==> config.mk <==
export PLATFORM = sky130hd
export DESIGN_NAME = pattern_writer_flat
export DESIGN_NICKNAME = d
export VERILOG_FILES = /design/src/rtl/game_pkg.sv /design/src/rtl/pattern_writer_if.sv /design/src/rtl/pattern_writer_lfsr16.sv /design/src/rtl/pattern_writer.sv /design/src/flat_wrapper.sv
export SDC_FILE = /design/constraint.sdc
export NUM_CORES = 1
export LEC_CHECK = 0
export ABC_CLOCK_PERIOD_IN_PS = 2050
export BUFFER_PORTS_ARGS = -buffer_cell sky130_fd_sc_hd__buf_4
export CAP_MARGIN = 20
export CORE_UTILIZATION = 45
export DETAILED_ROUTE_END_ITERATION = 8
export PLACE_DENSITY = 0.76
export SLEW_MARGIN = 20
export SYNTH_ARGS = -nofsm -noshare
export SYNTH_HDL_FRONTEND = slang
export SYNTH_SLANG_ARGS = --single-unit
==> constraint.sdc <==
create_clock -name clk -period 2.05 [get_ports clk]
set_input_delay 0.41 -clock clk [delete_from_list [all_inputs] [get_ports clk]]
set_output_delay 0.41 -clock clk [all_outputs]
set_load 0.05 [all_outputs]
==> src/rtl/game_pkg.sv <==
// game_pkg: symbols, seven-segment glyphs and memory geometry shared by the
// pattern writer, gameplay and the display path.
package game_pkg;

    localparam int          GAME_DEPTH        = 50;
    localparam int          GAME_BANKS        = 4;
    localparam int          GAME_ADDR_W       = 8;
    localparam int          GAME_DATA_W       = 28;
    localparam logic [15:0] GAME_DEFAULT_SEED = 16'hACE1;

    // Button symbols; SYM_NONE marks "no previous symbol" at a bank start
    typedef enum logic [2:0] {
        SYM_UP   = 3'd0,
        SYM_DOWN = 3'd1,
        SYM_LEFT = 3'd2,
        SYM_RITE = 3'd3,
        SYM_MID  = 3'd4,
        SYM_NONE = 3'd7
    } sym_t;

    // Pattern writer sequencing states
    typedef enum logic [1:0] {
        PW_IDLE  = 2'd0,
        PW_GEN   = 2'd1,
        PW_WRITE = 2'd2,
        PW_DONE  = 2'd3
    } pw_state_t;

    // Four digits of seven active-low segments (gfedcba per digit)
    localparam logic [GAME_DATA_W-1:0] GLYPH_UP    = 28'b1000001000110011111111111111;
    localparam logic [GAME_DATA_W-1:0] GLYPH_DOWN  = 28'b1000000100000010101011001000;
    localparam logic [GAME_DATA_W-1:0] GLYPH_LEFT  = 28'b1000111000011000011100000111;
    localparam logic [GAME_DATA_W-1:0] GLYPH_RITE  = 28'b1001100111100100001110000110;
    localparam logic [GAME_DATA_W-1:0] GLYPH_MID   = 28'b1101010111100110000001111111;
    localparam logic [GAME_DATA_W-1:0] GLYPH_GOOD  = 28'b1000010100000010000000100001;
    localparam logic [GAME_DATA_W-1:0] GLYPH_LOSE  = 28'b1000111100000000100100000110;
    localparam logic [GAME_DATA_W-1:0] GLYPH_BLANK = 28'b1111111111111111111111111111;

    // Map a button symbol to the glyph stored in pattern memory
    function automatic logic [GAME_DATA_W-1:0] glyph_of(input sym_t sym);
        logic [GAME_DATA_W-1:0] glyph;
        case (sym)
            SYM_UP:   glyph = GLYPH_UP;
            SYM_DOWN: glyph = GLYPH_DOWN;
            SYM_LEFT: glyph = GLYPH_LEFT;
            SYM_RITE: glyph = GLYPH_RITE;
            SYM_MID:  glyph = GLYPH_MID;
            default:  glyph = GLYPH_BLANK;
        endcase
        return glyph;
    endfunction

endpackage

==> src/rtl/pattern_writer_if.sv <==
// pattern_writer_if: control handshake from the menu FSM plus the block
// memory write port driven by the pattern writer.
interface pattern_writer_if
    import game_pkg::*;
#(
    parameter int ADDR_W = GAME_ADDR_W,
    parameter int DATA_W = GAME_DATA_W
);
    logic              start;
    logic              seed_load;
    logic [15:0]       seed;
    logic              busy;
    logic              done;
    logic              wea;
    logic [ADDR_W-1:0] addra;
    logic [DATA_W-1:0] dina;
    logic [7:0]        fill_count;

    // The writer side: takes commands, drives status and the memory port
    modport master (
        input  start, seed_load, seed,
        output busy, done, wea, addra, dina, fill_count
    );

    // The menu / memory side
    modport slave (
        output start, seed_load, seed,
        input  busy, done, wea, addra, dina, fill_count
    );
endinterface

==> src/rtl/pattern_writer_lfsr16.sv <==
// lfsr16: 16-bit Fibonacci LFSR (x^16+x^14+x^13+x^11+1, shifting left).
// value_next is the value a shift would produce, so a caller can act on the
// post-shift bits in the same cycle it enables the shift.
module lfsr16
    import game_pkg::*;
#(
    parameter logic [15:0] DEFAULT_SEED = GAME_DEFAULT_SEED
) (
    input  logic        clk,
    input  logic        rst,
    input  logic        enable,
    input  logic        load,
    input  logic [15:0] seed,
    output logic [15:0] value,
    output logic [15:0] value_next
);

    if (DEFAULT_SEED == 16'h0000) begin : g_seed_check
        $error("lfsr16: DEFAULT_SEED must be non-zero");
    end

    assign value_next = {value[14:0], value[15] ^ value[13] ^ value[12] ^ value[10]};

    // Seed load wins over shifting; a zero seed would lock the register up
    always_ff @(posedge clk) begin
        if (rst) begin
            value <= DEFAULT_SEED;
        end else if (load) begin
            value <= (seed == 16'h0000) ? DEFAULT_SEED : seed;
        end else if (enable) begin
            value <= value_next;
        end
    end

endmodule

==> src/rtl/pattern_writer.sv <==
// pattern_writer: at the start of each game, writes BANKS x DEPTH random
// button glyphs into the pattern block memory, bank after bank, one write
// every GEN/WRITE pair. Rejected LFSR draws simply spend extra GEN cycles.
module pattern_writer
    import game_pkg::*;
#(
    parameter int          DEPTH        = GAME_DEPTH,
    parameter int          BANKS        = GAME_BANKS,
    parameter int          ADDR_W       = GAME_ADDR_W,
    parameter int          DATA_W       = GAME_DATA_W,
    parameter logic [15:0] DEFAULT_SEED = GAME_DEFAULT_SEED,
    parameter bit          NO_REPEAT    = 1'b1
) (
    input  logic             clk,
    input  logic             rst,
    pattern_writer_if.master bus
);

    localparam int IDX_W  = (DEPTH > 1) ? $clog2(DEPTH) : 1;
    localparam int BANK_W = (BANKS > 1) ? $clog2(BANKS) : 1;

    if (BANKS * DEPTH - 1 >= (1 << ADDR_W)) begin : g_addr_check
        $error("pattern_writer: BANKS*DEPTH-1 does not fit in ADDR_W bits");
    end
    if (DATA_W != GAME_DATA_W) begin : g_data_check
        $error("pattern_writer: DATA_W must match the glyph width");
    end
    if (BANKS * DEPTH > 255) begin : g_count_check
        $error("pattern_writer: fill_count is 8 bits wide");
    end

    pw_state_t         state;
    pw_state_t         state_next;
    logic [IDX_W-1:0]  idx;
    logic [BANK_W-1:0] bank;
    sym_t              prev_sym;
    sym_t              sym_q;
    sym_t              cand_sym;
    logic              cand_ok;
    logic              last_idx;
    logic              last_bank;
    logic              lfsr_enable;
    logic              lfsr_load;
    logic [15:0]       lfsr_now;
    logic [15:0]       lfsr_next;
    logic              lfsr_unused;
    logic [ADDR_W-1:0] addr_calc;
    logic [ADDR_W-1:0] addra_q;
    logic [DATA_W-1:0] dina_q;
    logic [7:0]        fill_count_q;
    logic              wr_pulse;
    logic              busy_flag;
    logic              done_pulse;

    lfsr16 #(
        .DEFAULT_SEED (DEFAULT_SEED)
    ) u_lfsr (
        .clk        (clk),
        .rst        (rst),
        .enable     (lfsr_enable),
        .load       (lfsr_load),
        .seed       (bus.seed),
        .value      (lfsr_now),
        .value_next (lfsr_next)
    );

    // Only the low three bits of a fresh shift choose a symbol; the rest of
    // the LFSR state matters solely for the following shifts.
    assign lfsr_unused = ^{lfsr_now, lfsr_next[15:3]};

    assign last_idx  = (idx == IDX_W'(DEPTH - 1));
    assign last_bank = (bank == BANK_W'(BANKS - 1));
    assign addr_calc = ADDR_W'(bank) * ADDR_W'(DEPTH) + ADDR_W'(idx);

    // Judge the symbol this GEN shift produces: out-of-range codes and,
    // inside a bank, a repeat of the previous symbol are thrown away
    always_comb begin
        cand_sym = SYM_NONE;
        cand_ok  = 1'b0;
        if (lfsr_next[2:0] <= 3'd4) begin
            cand_sym = sym_t'(lfsr_next[2:0]);
            cand_ok  = 1'b1;
            if (NO_REPEAT && (idx != '0) && (cand_sym == prev_sym)) begin
                cand_ok = 1'b0;
            end
        end
    end

    // State register
    always_ff @(posedge clk) begin
        if (rst) begin
            state <= PW_IDLE;
        end else begin
            state <= state_next;
        end
    end

    // Next-state decode and the state-derived strobes
    always_comb begin
        state_next  = state;
        lfsr_enable = 1'b0;
        lfsr_load   = 1'b0;
        wr_pulse    = 1'b0;
        busy_flag   = 1'b0;
        done_pulse  = 1'b0;
        case (state)
            PW_IDLE: begin
                lfsr_load = bus.seed_load;
                if (bus.start) begin
                    state_next = PW_GEN;
                end
            end
            PW_GEN: begin
                busy_flag   = 1'b1;
                lfsr_enable = 1'b1;
                if (cand_ok) begin
                    state_next = PW_WRITE;
                end
            end
            PW_WRITE: begin
                busy_flag = 1'b1;
                wr_pulse  = 1'b1;
                if (last_idx && last_bank) begin
                    state_next = PW_DONE;
                end else begin
                    state_next = PW_GEN;
                end
            end
            PW_DONE: begin
                done_pulse = 1'b1;
                state_next = PW_IDLE;
            end
            default: begin
                state_next = PW_IDLE;
            end
        endcase
    end

    // Fill position, write port registers and the completed-write count
    always_ff @(posedge clk) begin
        if (rst) begin
            idx          <= '0;
            bank         <= '0;
            prev_sym     <= SYM_NONE;
            sym_q        <= SYM_NONE;
            addra_q      <= '0;
            dina_q       <= '0;
            fill_count_q <= 8'd0;
        end else begin
            case (state)
                PW_IDLE: begin
                    if (bus.start) begin
                        idx          <= '0;
                        bank         <= '0;
                        prev_sym     <= SYM_NONE;
                        fill_count_q <= 8'd0;
                    end
                end
                PW_GEN: begin
                    if (cand_ok) begin
                        addra_q <= addr_calc;
                        dina_q  <= glyph_of(cand_sym);
                        sym_q   <= cand_sym;
                    end
                end
                PW_WRITE: begin
                    prev_sym     <= sym_q;
                    fill_count_q <= fill_count_q + 8'd1;
                    if (!last_idx) begin
                        idx <= idx + IDX_W'(1);
                    end else if (!last_bank) begin
                        idx  <= '0;
                        bank <= bank + BANK_W'(1);
                    end
                end
                default: begin
                end
            endcase
        end
    end

    assign bus.wea        = wr_pulse;
    assign bus.busy       = busy_flag;
    assign bus.done       = done_pulse;
    assign bus.addra      = addra_q;
    assign bus.dina       = dina_q;
    assign bus.fill_count = fill_count_q;

endmodule

==> src/flat_wrapper.sv <==
// flat-port wrapper written by rule: the top's interface ports become plain ports
module pattern_writer_flat import game_pkg::*;
#(
    parameter int          DEPTH        = GAME_DEPTH,
    parameter int          BANKS        = GAME_BANKS,
    parameter int          ADDR_W       = GAME_ADDR_W,
    parameter int          DATA_W       = GAME_DATA_W,
    parameter logic [15:0] DEFAULT_SEED = GAME_DEFAULT_SEED,
    parameter bit          NO_REPEAT    = 1'b1
)
  (clk, rst, bus_start, bus_seed_load, bus_seed, bus_busy, bus_done, bus_wea, bus_addra, bus_dina, bus_fill_count);
  pattern_writer_if #(.ADDR_W(ADDR_W), .DATA_W(DATA_W)) bus_i ();
  input  logic clk;
  input  logic rst;
  input wire logic [$bits(bus_i.start)-1:0] bus_start;
  input wire logic [$bits(bus_i.seed_load)-1:0] bus_seed_load;
  input wire logic [$bits(bus_i.seed)-1:0] bus_seed;
  output wire logic [$bits(bus_i.busy)-1:0] bus_busy;
  output wire logic [$bits(bus_i.done)-1:0] bus_done;
  output wire logic [$bits(bus_i.wea)-1:0] bus_wea;
  output wire logic [$bits(bus_i.addra)-1:0] bus_addra;
  output wire logic [$bits(bus_i.dina)-1:0] bus_dina;
  output wire logic [$bits(bus_i.fill_count)-1:0] bus_fill_count;
  assign bus_i.start = bus_start;
  assign bus_i.seed_load = bus_seed_load;
  assign bus_i.seed = bus_seed;
  assign bus_busy = bus_i.busy;
  assign bus_done = bus_i.done;
  assign bus_wea = bus_i.wea;
  assign bus_addra = bus_i.addra;
  assign bus_dina = bus_i.dina;
  assign bus_fill_count = bus_i.fill_count;
  pattern_writer #(.DEPTH(DEPTH), .BANKS(BANKS), .ADDR_W(ADDR_W), .DATA_W(DATA_W), .DEFAULT_SEED(DEFAULT_SEED), .NO_REPEAT(NO_REPEAT)) u_core (.clk(clk), .rst(rst), .bus(bus_i));
endmodule
==> results.py <==
metrics = {
    "cells_and_area": {
        "drive_gt1_share_pct": 27.4,
        "fill_cells": 672,
        "nets": 478,
        "diodes": 0,
        "fin_cells": 544,
        "syn_to_final_growth_pct": 23.4,
        "postLayoutCellArea_um2": 4140,
        "multi_input_area_um2": 1840,
        "seq_area_um2": 1340,
    },
    "floorplan": {
        "die_x_um": 88.3,
        "rows": 31,
        "die_area_um2": 7800,
        "core_um2": 7210,
        "initial_core_util_pct": 46.5,
        "ios": 67,
        "die_h_um": 88.3,
    },
    "worst_setup_path": {
        "critPathSlowestCell": "fa_1",
        "worstSetupPathType": "register to register",
        "critPathArrivalTime_ns": 2.16,
        "critPathRequiredTime_ns": 2.30,
        "crit_fanout": 7,
        "end_kind": "register",
        "reg2reg_from": "u_core.bank[0]$_SDFFE_PP0P_",
        "worstSetupStartpoint": "u_core.bank[0]$_SDFFE_PP0P_",
        "max_stage_delay_ns": 0.41,
        "start_kind": "register",
        "cp.buffers_inverters": 1,
        "path_depth": 8,
        "critPathTopFamily": "adder cells",
        "path_cells": "ha_1 -> inv_1 -> fa_1 -> nor2_2 -> o21a_1 -> o21ai_0 -> xor2_1 -> a211oi_2",
        "reg2regPathDepth": 8,
    },
    "clocking": {
        "cts_buffers": 9,
        "clock_tree.root_cell": "clkbuf_8",
        "post-cts-setup-buffers": 0,
        "cts_buffer_depth": 2,
        "clk_pin_slew_ns": 0.07,
        "cts_num_sinks": 67,
        "ctsResizeCount": 0,
        "cts_max_level": 3,
        "cts_tree": "built",
        "ctsHoldBuffers": 0,
        "insertion_delay_ns": 0.33,
    },
    "timing": {
        "fin_skew_ns": 0.00992,
        "slew_violations": 0,
        "rsz0062_at_grt": "false",
        "setup_viol": 0,
        "worst_pin_slew_ns": 0.595,
        "hold_viol_final": 0,
        "setup_ws_ns": 0.148,
        "min_period_ns": 1.90,
        "tns_ns": 0,
        "slew_headroom_pct": 60.3,
        "post-route-period-util_pct": 92.8,
        "fmax_mhz": 526,
    },
    "global_routing": {
        "globalRoute.busiestLayer": "met2",
        "grtUsageMet3_pct": 4.57,
        "grt_start_max_net_pins": 61,
        "grtUsageTotal_pct": 19.0,
        "grt_antenna_before_repair": 0,
        "use_met2_pct": 33.1,
        "use_met1_pct": 23.0,
        "grt-ovfl-total": 0,
        "grt_pass1_wl_mm": 11.6,
        "grt_pass1_vias": 2635,
    },
    "synthesis": {
        "synthCells": 377,
        "synth_compound_area_share_pct": 16.6,
        "ys_ff_latch": 67,
        "netlist_top_cells_count": "dfxtp_1, nor2_1, nand2_1",
        "synth-xor-area-share_pct": 7.20,
        "synth-simple-area-share_pct": 19.8,
        "synth_warnings": 0,
        "synth_fp_nets": 413,
        "synth_cell_type_count": 57,
        "yosys.area.top_type": "dfxtp_1",
        "synth_area_leaders": "dfxtp_1, nor2_1, ha_1",
        "synth_edf_count": 0,
        "synth.mux.area_fraction_pct": 4.44,
        "synth.avg_cell_area_um2": 8.89,
        "synth_top_family_by_area": "simple AND/OR/NAND/NOR gates",
        "syn_area_um2": 3350,
        "ys_seq_area_share_pct": 40.0,
        "yosysMostFrequentCell": "dfxtp_1",
        "synth_adder_area_share_pct": 6.20,
        "ys.flop_type": "dfxtp_1",
        "yosysTopAreaCellShare_pct": 40.0,
        "async_reset_ff_share_pct": 0,
    },
    "job": {
        "maxCapViolCount": 0,
    },
    "placement": {
        "post_dp_cell_area_um2": 3940,
        "port_buffers": 66,
        "place_congestion": 0.814,
        "placedCellCount": 530,
        "dp_hpwl_mm": 5.25,
        "dpl_worst_slack_ns": 0.0542,
    },
    "drt": {
        "dr.pass1.iters": 4,
        "vias_per_cell": 5.14,
        "totalWireLength_mm": 7.11,
        "remaining_drc_errors": 0,
        "wl_per_cell_um": 13.1,
        "ant_nets": 0,
        "num_vias": 2796,
        "drt_iter0_markers": 132,
    },
    "worst_hold_path": {
        "hold_class": "input port to register",
        "hold_start": "bus_seed[11]",
        "hold_depth": 3,
    },
    "power": {
        "p_total_w": 0.00383,
        "leakagePower_nw": 1.70,
        "p_per_area_nw_per_um2": 927,
        "ir_drop_uv": 517,
    },
    "status": {
        "outcome": "finished, final reports clean",
    },
}
==> flip-flops by register name, summed over array words and instances, names as in the netlist <==
register / cells
u_core.bank: 2
u_core.bus.addra: 8
u_core.bus.dina: 19
u_core.bus.fill_count: 8
u_core.idx: 6
u_core.prev_sym: 3
u_core.state: 2
u_core.sym_q: 3
u_core.u_lfsr.value: 16
==> layer usage <==
metal / up-vias / part of all wire [%]
li1: 1434 / -
met1: 1287 / 47
met2: 66 / 48
met3: 9 / 3.8
met4: 0 / 1.3
met5: - / 0
==> through the flow <==
step                hold slack, ns  util, %
finish                       0.328     57.3
detailed placement           0.453     54.6
CTS                          0.315     57.1
floorplan                    0.441        -
global placement             0.444     54.6
global route                 0.315     57.3
==> area by class of cell <==
class | count | share of cell area [%]
tap | 99 | 2.99
multi-input combinational | 271 | 44.4
clock inverter | 5 | 1.36
inverter | 12 | 1.09
clock buffer | 9 | 2.99
timing repair buffer | 81 | 14.7
sequential | 67 | 32.5
==> tightest hold or removal path: stages <==
cell	delay [ns]
buf_4	0.08
o22ai_1	0.07
nand2b_1	0.06
==> final timing paths <==
| path | slack, ns | to |
|---|---|---|
| hold reg to reg | 0.46 | u_core.bus.addra[3]$_SDFFE_PP0P_ |
| hold / removal | 0.33 | u_core.u_lfsr.value[11]$_SDFFE_PP1P_ |
| setup / recovery | 0.15 | u_core.bus.addra[7]$_SDFFE_PP0P_ |
| setup reg to reg | 0.15 | u_core.bus.addra[7]$_SDFFE_PP0P_ |
==> where the power goes <==
group / total, W / switching (W) / internal, W / leakage (nW)
sequential: 0.00151 / 0.0000847 / 0.00142 / 0.547
clock: 0.00103 / 0.000482 / 0.000545 / 0.0909
combinational: 0.00130 / 0.000803 / 0.000493 / 1.06
==> cells in the final DEF (no fill, tap or decap), drive strengths merged, types with 2 or more instances in the layout <==
master and instances:
a211oi 14, a21oi 23, a22oi 5, a31oi 4
and2 4, buf 81, clkbuf 9, clkinv 3
dfxtp 67, ha 15, inv 12, mux2 7
mux2i 7, nand2 26, nand2b 16, nand3 6
nand4 6, nor2 56, nor2b 3, nor3 6
nor4 7, o21a 2, o21ai 12, o21bai 2
o22ai 8, or2 2, xnor2 9, xor2 12
==> kinds of logic after synthesis <==
logic type               count (synthesis)
AO/OA/AOI/OAI                           81
flip-flops                              67
XOR/XNOR                                22
AND/OR/NAND/NOR                        138
multiplexers                            14
adder cells (fa/ha/maj)                 16
buffers and inverters                   39
Note: power is estimated with default switching activity, not from simulation.
